File: src/rtl/cordic_host_seq.sv
// cordic_host_seq: host-side sequencer for a CORDIC engine that shares a
// byte-wide dual-port BRAM with this block. One transaction writes the six
// operand words, releases the engine, waits for its completion flag, reclaims
// the memory and reads the six result words back.
//
// Optional feature: define CORDIC_HOST_TIMEOUT_EN to bound the WAIT phase by
// TIMEOUT cycles. A timeout raises err and finishes without reading results.
// Without the macro, WAIT lasts until triggerin and err is tied to 0.
//
// Handshake: start is a single-cycle request that is only accepted in IDLE.
// done is a single-cycle pulse in FINISH. busy is high in every non-IDLE state.
// triggerin is sampled only in WAIT. The memory has a 1-cycle read latency:
// an address issued in cycle k returns data on memdout in cycle k+1.
//
// dbg_state exposes the FSM state encoding for observation.
module cordic_host_seq #(
  parameter logic [15:0] OP_BASE  = 16'd0,
  parameter logic [15:0] RES_BASE = 16'd11,
  parameter logic [15:0] TIMEOUT  = 16'hFFFF
) (
  input  logic        clk,
  input  logic        rst,
  input  logic        start,
  input  logic [15:0] rot_x_in,
  input  logic [15:0] rot_y_in,
  input  logic [15:0] rot_z_in,
  input  logic [15:0] vec_x_in,
  input  logic [15:0] vec_y_in,
  input  logic [15:0] vec_z_in,
  output logic [15:0] memaddr,
  output logic [7:0]  memdin,
  output logic        memwen,
  input  logic [7:0]  memdout,
  output logic        memctl,
  input  logic        triggerin,
  output logic [15:0] rot_x,
  output logic [15:0] rot_y,
  output logic [15:0] rot_z,
  output logic [15:0] vec_x,
  output logic [15:0] vec_y,
  output logic [15:0] vec_z,
  output logic        busy,
  output logic        done,
  output logic        err,
  output logic [2:0]  dbg_state
);

  typedef enum logic [2:0] {
    S_IDLE    = 3'd0,
    S_WRITE   = 3'd1,
    S_RELEASE = 3'd2,
    S_WAIT    = 3'd3,
    S_RECLAIM = 3'd4,
    S_READ    = 3'd5,
    S_FINISH  = 3'd6
  } state_t;

  state_t      r_state;
  logic [3:0]  r_k;        // byte index in WRITE, issue/capture index in READ
  logic [95:0] r_ops;      // operand bytes, byte 0 = rot_x low byte
  logic [87:0] r_buf;      // result bytes 0..10; byte 11 is merged on commit
  logic [95:0] r_res;      // committed results, same byte layout as r_ops
  logic [15:0] r_memaddr;
  logic [7:0]  r_memdin;
  logic        r_memwen;
  logic        r_memctl;
  logic        r_busy;
  logic        r_done;

  logic [3:0]  w_k_inc;
  logic [3:0]  w_k_dec;
  logic [7:0]  w_op_byte;

  assign w_k_inc   = r_k + 4'd1;
  assign w_k_dec   = r_k - 4'd1;
  // Next operand byte to write; only consumed while r_k < 11.
  assign w_op_byte = r_ops[{w_k_inc, 3'b000} +: 8];

`ifdef CORDIC_HOST_TIMEOUT_EN
  logic [15:0] r_wcnt;
  logic [15:0] w_wcnt_inc;
  logic        r_err;
  assign w_wcnt_inc = r_wcnt + 16'd1;
  assign err        = r_err;
`else
  logic w_unused_timeout;
  assign w_unused_timeout = ^TIMEOUT;
  assign err              = 1'b0;
`endif

  // Transaction sequencer: state, memory port, status and result registers.
  always_ff @(posedge clk) begin
    if (rst) begin
      r_state   <= S_IDLE;
      r_k       <= 4'd0;
      r_ops     <= '0;
      r_buf     <= '0;
      r_res     <= '0;
      r_memaddr <= 16'd0;
      r_memdin  <= 8'd0;
      r_memwen  <= 1'b0;
      r_memctl  <= 1'b1;
      r_busy    <= 1'b0;
      r_done    <= 1'b0;
`ifdef CORDIC_HOST_TIMEOUT_EN
      r_wcnt    <= 16'd0;
      r_err     <= 1'b0;
`endif
    end else begin
      r_done <= 1'b0;
      case (r_state)
        S_IDLE: begin
          if (start) begin
            r_ops     <= {vec_z_in, vec_y_in, vec_x_in, rot_z_in, rot_y_in, rot_x_in};
            r_k       <= 4'd0;
            r_memwen  <= 1'b1;
            r_memaddr <= OP_BASE;
            r_memdin  <= rot_x_in[7:0];
            r_busy    <= 1'b1;
            r_state   <= S_WRITE;
`ifdef CORDIC_HOST_TIMEOUT_EN
            r_err     <= 1'b0;
`endif
          end
        end
        S_WRITE: begin
          if (r_k == 4'd11) begin
            r_memwen <= 1'b0;
            r_memctl <= 1'b0;
            r_state  <= S_RELEASE;
          end else begin
            r_k       <= w_k_inc;
            r_memaddr <= OP_BASE + {12'd0, w_k_inc};
            r_memdin  <= w_op_byte;
          end
        end
        S_RELEASE: begin
          r_state <= S_WAIT;
`ifdef CORDIC_HOST_TIMEOUT_EN
          r_wcnt  <= 16'd0;
`endif
        end
        S_WAIT: begin
          if (triggerin) begin
            r_memctl  <= 1'b1;
            r_memaddr <= RES_BASE;
            r_state   <= S_RECLAIM;
          end
`ifdef CORDIC_HOST_TIMEOUT_EN
          else if (w_wcnt_inc == TIMEOUT) begin
            r_err     <= 1'b1;
            r_memctl  <= 1'b1;
            r_memaddr <= RES_BASE;
            r_state   <= S_RECLAIM;
          end else begin
            r_wcnt <= w_wcnt_inc;
          end
`endif
        end
        S_RECLAIM: begin
`ifdef CORDIC_HOST_TIMEOUT_EN
          if (r_err) begin
            r_done  <= 1'b1;
            r_state <= S_FINISH;
          end else
`endif
          begin
            r_k     <= 4'd0;
            r_state <= S_READ;
          end
        end
        S_READ: begin
          // memdout now holds the byte addressed in the previous cycle.
          if (r_k != 4'd0 && r_k != 4'd12) begin
            r_buf[{w_k_dec, 3'b000} +: 8] <= memdout;
          end
          if (r_k < 4'd11) begin
            r_memaddr <= RES_BASE + {12'd0, w_k_inc};
          end
          if (r_k == 4'd12) begin
            r_res   <= {memdout, r_buf};
            r_done  <= 1'b1;
            r_state <= S_FINISH;
          end else begin
            r_k <= w_k_inc;
          end
        end
        S_FINISH: begin
          r_busy  <= 1'b0;
          r_state <= S_IDLE;
        end
        default: begin
          r_state <= S_IDLE;
        end
      endcase
    end
  end

  assign memaddr   = r_memaddr;
  assign memdin    = r_memdin;
  assign memwen    = r_memwen;
  assign memctl    = r_memctl;
  assign busy      = r_busy;
  assign done      = r_done;
  assign dbg_state = r_state;

  assign rot_x = r_res[15:0];
  assign rot_y = r_res[31:16];
  assign rot_z = r_res[47:32];
  assign vec_x = r_res[63:48];
  assign vec_y = r_res[79:64];
  assign vec_z = r_res[95:80];

endmodule

File: config.mk
export PLATFORM = sky130hd
export DESIGN_NAME = cordic_host_seq
export DESIGN_NICKNAME = d
export VERILOG_FILES = /design/src/rtl/cordic_host_seq.sv
export SDC_FILE = /design/constraint.sdc
export NUM_CORES = 1
export LEC_CHECK = 0
export BUFFER_PORTS_ARGS = -buffer_cell sky130_fd_sc_hd__buf_2
export CAP_MARGIN = 20
export CORE_UTILIZATION = 34
export CTS_CLUSTER_SIZE = 25
export DETAILED_ROUTE_END_ITERATION = 7
export GPL_ROUTABILITY_DRIVEN = 0
export GPL_TIMING_DRIVEN = 0
export HOLD_SLACK_MARGIN = 0.15
export PLACE_DENSITY_LB_ADDON = 0.3
export RECOVER_POWER = 50
export SLEW_MARGIN = 20
export SYNTH_ARGS = -nofsm -noshare
export SYNTH_HDL_FRONTEND = slang
export SYNTH_SLANG_ARGS = --single-unit
File: constraint.sdc
create_clock -name clk -period 4.25 [get_ports clk]
set_clock_uncertainty 0.2 [all_clocks]
set_input_delay 0.6375 -clock clk [delete_from_list [all_inputs] [get_ports clk]]
set_output_delay 0.6375 -clock clk [all_outputs]
set_load 0.05 [all_outputs]
* Word level (Yosys, flattened, before mapping)
Cells that the tools add are included.
** Word-level totals
- Register bits :: 315
- Input bits :: 108
- Output and inout bits :: 128
** Cells by class
- Add/subtract/negate cells :: 4
- Reduce and logical (&&, ||, !) cells :: 19
- Equality and inequality tests :: 16
- Magnitude comparators :: 1
- Shift operators :: 3
- Multiplexer cells :: 25
- Bitwise operators :: 1
** Operator list (number)
- indexed part select 96 x 8 -> 8 bit :: 1
- bitwise mux 88 bit :: 1
- variable shift 8 x 9 -> 88 bit (first input constant) :: 1
- indexed part select 8 x 9 -> 88 bit :: 1
- 2-to-1 mux 16 bit :: 4
- case mux 16 bit (4 select lines) :: 1
- case mux 3 bit (6 select lines) :: 1
- 2-to-1 mux 8 bit :: 2
- case mux 4 bit (4 select lines) :: 1
- case mux 8 bit (2 select lines) :: 1
- inequality test 2 bit (second input constant) :: 7
- 2-to-1 mux 3 bit :: 4
- 2-to-1 mux 4 bit :: 3
- nonzero test 4 bit :: 3
- == test 3 bit (second input constant) :: 3
- negation 7 -> 9 bit :: 1
- AND reduction 3 bit :: 3
- == test 4 bit (second input constant) :: 2
- AND reduction 2 bit :: 4
- AND reduction 4 bit :: 2
- == test 3 x 2 -> 1 bit (second input constant) :: 2
- case mux 1 bit (2 select lines) :: 3
- nonzero test 2 bit :: 3
- adder 4 x 4 -> 5 bit (first input constant) :: 1
- 11 further kinds :: 14

* Longest topological paths before layout
- Word-level depth :: 4
- Mapped depth :: 14
- Gate-level depth less buffers :: 8

* Least setup slack after synthesis
OpenSTA, ideal clock, no wires.
- Kind :: reg2reg
- From :: reg r_k[0]
- To :: reg r_buf[54]
- Slack :: 781 ps
- Setup time :: 143 ps
- Stages on the path, launching flop included :: 15
- Data arrival time :: 3126 ps
- Required time :: 3907 ps
- Cells stage by stage :: dfxtp_1 buf_2 buf_1 clkbuf_1 inv_1 ha_1 clkbuf_1 nand2_1 o2bb2ai_4 xnor2_2 or3_1 buf_2 buf_6 o211ai_2 o41ai_2
** Between the ends
- Cells in the longest elaborated chain, start to end :: 4
- Elaborated cells between the ends (all ways) :: 9
- Classes of those cells :: 2 x add/sub; 1 x eq/ne; 2 x shift; 1 x mux; 3 x reduce/logical
** Ends and longest elaborated chain
- start, declared :: line 59 : logic [3:0] r_k;
- start signal, assigned :: line 132 : r_k <= w_k_inc;
- start signal, assigned :: line 185 : r_k <= w_k_inc;
- subtractor 4 x 1 -> 4 bit :: line 75 : assign w_k_dec = r_k - 4'd1;
- negation 7 -> 9 bit :: line 175 : r_buf[{w_k_dec, 3'b000} +: 8] <= memdout;
- indexed part select 8 x 9 -> 88 bit / variable shift 8 x 9 -> 88 bit (equally long branches) :: line 175
- bitwise mux 88 bit :: line 175
- end signal, assigned by index :: line 175
- end, declared :: line 61 : logic [87:0] r_buf;
Several ways; a longest one is shown, not always the timed one.
A chain may end at the register's enable or synchronous reset.

* Worst setup path in the final report
- From :: reg r_k[0]
- To :: reg r_buf[8]
The elaborated chain is that of the path after synthesis.

==> flow_summary_export.csv <==
group,metric,value,unit
worst_setup_path,crit_path_max_fanout,10,
floorplan,start_util,0.3458,
timing,max_freq,250.2,MHz
worst_setup_path,rrSetupSlack,0.25,ns
routing,drc,24,
synth,syn_area,12330,um^2
run_status,outcome,"complete, but fails checks",
timing,setup_violations,0,
cells_and_area,fin_nets,1887,
worst_setup_path,crit_required,4.48,ns
run_status,failed_checks,"DRC",
worst_setup_path,cp.arrival,4.22,ns
timing,rsz0062_at_grt,"no",
synth,ys_warn_count,0,
global_routing,grt_pass1_wl,57450,um
worst_setup_path,r2r-start,"r_k[0]$_SDFFE_PP0P_",
timing,relSlewSlack,0.3846,
cells_and_area,syn_to_final_growth,22.21,%
timing,drv_slew,0,
timing,finalCritPeriodShare,0.9404,
floorplan,boundaryPins,236,
run,drv_cap,0,
placement,dpl-instance-area,14030,um^2
worst_setup_path,cp-end-kind,"flop",
clock_tree,cts_inserted_buffers,35,
synth,synth_enable_flop_cells,0,
cells_and_area,layout-drive-gt1-share,0.1379,
global_routing,gr-usage-all-layers,0.2006,
hold_path,worstHoldPathCells,3,
floorplan,die_area,37030,um^2
timing,min_period,3.997,ns
clock_tree,clock_sinks,304,
power_and_ir_drop,ir_worst_vdd,245.6,uV
worst_setup_path,r2r_end,"r_buf[8]$_SDFFE_PP0P_",
synth,synthCells,1507,
cells_and_area,stdcell_count,2260,
global_routing,antenna_found_initial,0,
cells_and_area,mostFrequentLayoutCells,"nand2_1 (455), dfxtp_1 (304), a21oi_1 (264), clkbuf_1 (219), buf_2 (111)",
global_routing,grt_pass1_vias,10460,
routing,ant_nets,0,
synth,synthArstFlopShare,0,
power_and_ir_drop,total_leakage_power,5.311,nW
cells_and_area,final_core_util,0.4225,
cells_and_area,fill_cells,3729,
synth,netlist-cell-type-count,52,
hold_path,hp-start,"vec_x_in[12]",
synth,synthTopCellsByArea,"dfxtp_1 (49%), nand2_1 (14%), a21oi_1 (11%)",
cells_and_area,mostFrequentLayoutCell,"nand2_1",
clock_tree,htree_num_levels,2,
global_routing,gr-total-overflow,0,
timing,worst_pin_slew,0.9197,ns
routing,postRouteWirelength,37900,um
clock_tree,cts_buffer_depth,3,
global_routing,grt.busiest_layer,"met2",
routing,wl_per_cell,16.77,um
synth,synth_top_area_frac,0.4937,
floorplan,num_rows,69,
clock_tree,cts_tree,"done",
global_routing,met2_usage,0.3439,
clock_tree,root_buffer,"clkbuf_16",
synth,synth_area_per_cell,8.181,um^2
routing,drtIter0Drc,719,
global_routing,grt_max_degree,14,
cells_and_area,postLayoutCellArea,15070,um^2
placement,dp_hpwl,28270,um
hold_path,min_path_type,"in2reg",
floorplan,die_w,192.4,um
timing,final_hold_viol_count,0,
synth,synth_seq_cells,304,
floorplan,core_area,35660,um^2
clock_tree,worstSkewPairLatency,0.51,ns
global_routing,use_met3,0.03219,
worst_setup_path,critPathLaunchType,"flop",
placement,dp.cells,2195,
routing,first_pass_iters,7,
global_routing,use_met1,0.2593,
routing,vias_per_cell,5.013,
worst_setup_path,worstSetupPathType,"reg2reg",
cells_and_area,diodes,0,
power_and_ir_drop,pwr_density_cell,438.1,nW/um^2
synth,synth_seq_area_share,0.4937,
worst_setup_path,reg2regPathDepth,12,
clock_tree,clk_pin_slew,0.06,ns
routing,vias,11329,
hold_path,min_to,"r_ops[60]$_SDFFE_PP0P_",
placement,io_buffers,215,
synth,ys.flop_type,"dfxtp_1",
synth,synth_top_cell_by_area,"dfxtp_1",
floorplan,die-height,192.4,um
## critical path: stages, from the launching register on
cell and delay (ns):
dfxtp_1 0.38, buf_2 0.25, buf_2 0.30, clkbuf_4 0.33, inv_1 0.16, ha_1 0.31, clkbuf_1 0.29, nor2b_1 0.42
nor2b_1 0.18, clkbuf_1 0.28, clkbuf_1 0.48, nand3_1 0.15, a21oi_1 0.16
## how the worst max path moves through the flow
stage	startpoint	to	slack, ns	cells after the start
2_1_floorplan	r_k[0]$_SDFFE_PP0P_	r_buf[54]$_SDFFE_PP0P_	0.78	14
3_3_place_gp	r_k[0]$_SDFFE_PP0P_	memaddr[3]$_SDFFE_PP0P_	-0.60	13
3_5_place_dp	r_k[0]$_SDFFE_PP0P_	memdin[6]$_SDFFE_PP0P_	-0.53	12
4_1_cts	r_k[0]$_SDFFE_PP0P_	r_buf[70]$_SDFFE_PP0P_	0.12	12
5_1_grt	r_k[0]$_SDFFE_PP0P_	r_buf[29]$_SDFFE_PP0P_	0.02	13
6_report	r_k[0]$_SDFFE_PP0P_	r_buf[8]$_SDFFE_PP0P_	0.25	12
## routing by layer
layer,vias up,wire (um),share of wire
met2,391,18180,0.48
met5,-,0,0
met1,5255,16370,0.43
met3,65,2484,0.066
li1,5618,-,-
met4,0,867,0.023
## report_power, final
| part | leakage [nW] | switching (mW) | internal (mW) |
|---|---|---|---|
| clock network | 0.576 | 1.20 | 1.80 |
| logic | 2.27 | 0.428 | 0.206 |
| registers | 2.47 | 0.0440 | 2.92 |
## repair_timing
| action | in CTS | in global routing |
|---|---|---|
| endpoints found under the setup margin | 129 | 57 |
| pin swaps | 0 | 1 |
| gates resized for setup | 4 | 3 |
| hold buffers | 1 | 0 |
| cloned | 0 | 0 |
| hold endpoints to repair | 1 | 0 |
| setup buffers | 0 | 1 |
## layout make-up
class | instances | area, um^2 | share of cell area
flip-flops and latches | 304 | 6086 | 0.4040
multi-input cells | 1050 | 5589 | 0.3710
clock buffers | 52 | 1061 | 0.07043
repair buffers | 218 | 952.2 | 0.06320
plain buffers | 137 | 598.1 | 0.03970
well taps | 461 | 576.8 | 0.03829
clock inverters | 11 | 101.3 | 0.006727
inverters | 27 | 101.3 | 0.006727
## metrics by stage
stage / setup TNS [ns] / total power [mW] / worst slack (ns) / hold WS (ns)
3_3_place_gp: -46.43 / 3.654 / -0.5989 / 0.2403
2_1_floorplan: 0 / 3.443 / 0.7812 / 0.2285
6_report: 0 / 6.600 / 0.2534 / 0.1656
3_5_place_dp: -44.30 / 3.664 / -0.5302 / 0.2424
5_1_grt: 0 / 6.851 / 0.01658 / 0.1624
4_1_cts: 0 / 6.670 / 0.1165 / 0.1501
## flip-flops by register name, summed over array words and instances (netlist names)
signal     flops
memdin         8
busy           1
dbg_state      3
memaddr        5
r_buf         88
r_ops         96
memctl         1
memwen         1
r_res         96
done           1
r_k            4
## Yosys cell counts (2+ instances only)
library cell	instances
ha_1	6
nor2b_1	18
buf_6	2
and3_1	6
a31oi_1	2
xnor2_1	5
a22oi_1	3
o2111ai_1	2
buf_2	14
nand4_1	18
nand2b_1	2
o22ai_1	9
buf_1	16
o22a_1	2
xnor2_2	2
dfxtp_1	304
a31o_2	10
o21ai_0	34
o41ai_2	8
or4_1	2
a21oi_1	264
o211ai_2	8
nand2_1	455
nor3_1	23
or2_2	2
mux4_2	24
clkbuf_1	92
or3_1	2
xor2_4	2
o21ai_1	14
and2_1	2
nand3_1	67
buf_4	13
inv_1	27
nor2_1	23
o31ai_1	8
## logic make-up after synthesis
family / after synthesis / share of synthesized area
adders and majority gates: 6 / 0.006089
buffers and inverters: 164 / 0.05653
DFF: 304 / 0.4937
AOI/OAI and AO/OA: 371 / 0.1740
and+or+nand+nor: 627 / 0.2140
muxes: 25 / 0.04476
xor gates and xnor gates: 9 / 0.01066
other: 1 / 0.0003042
Note: power is estimated with default switching activity, not from simulation.
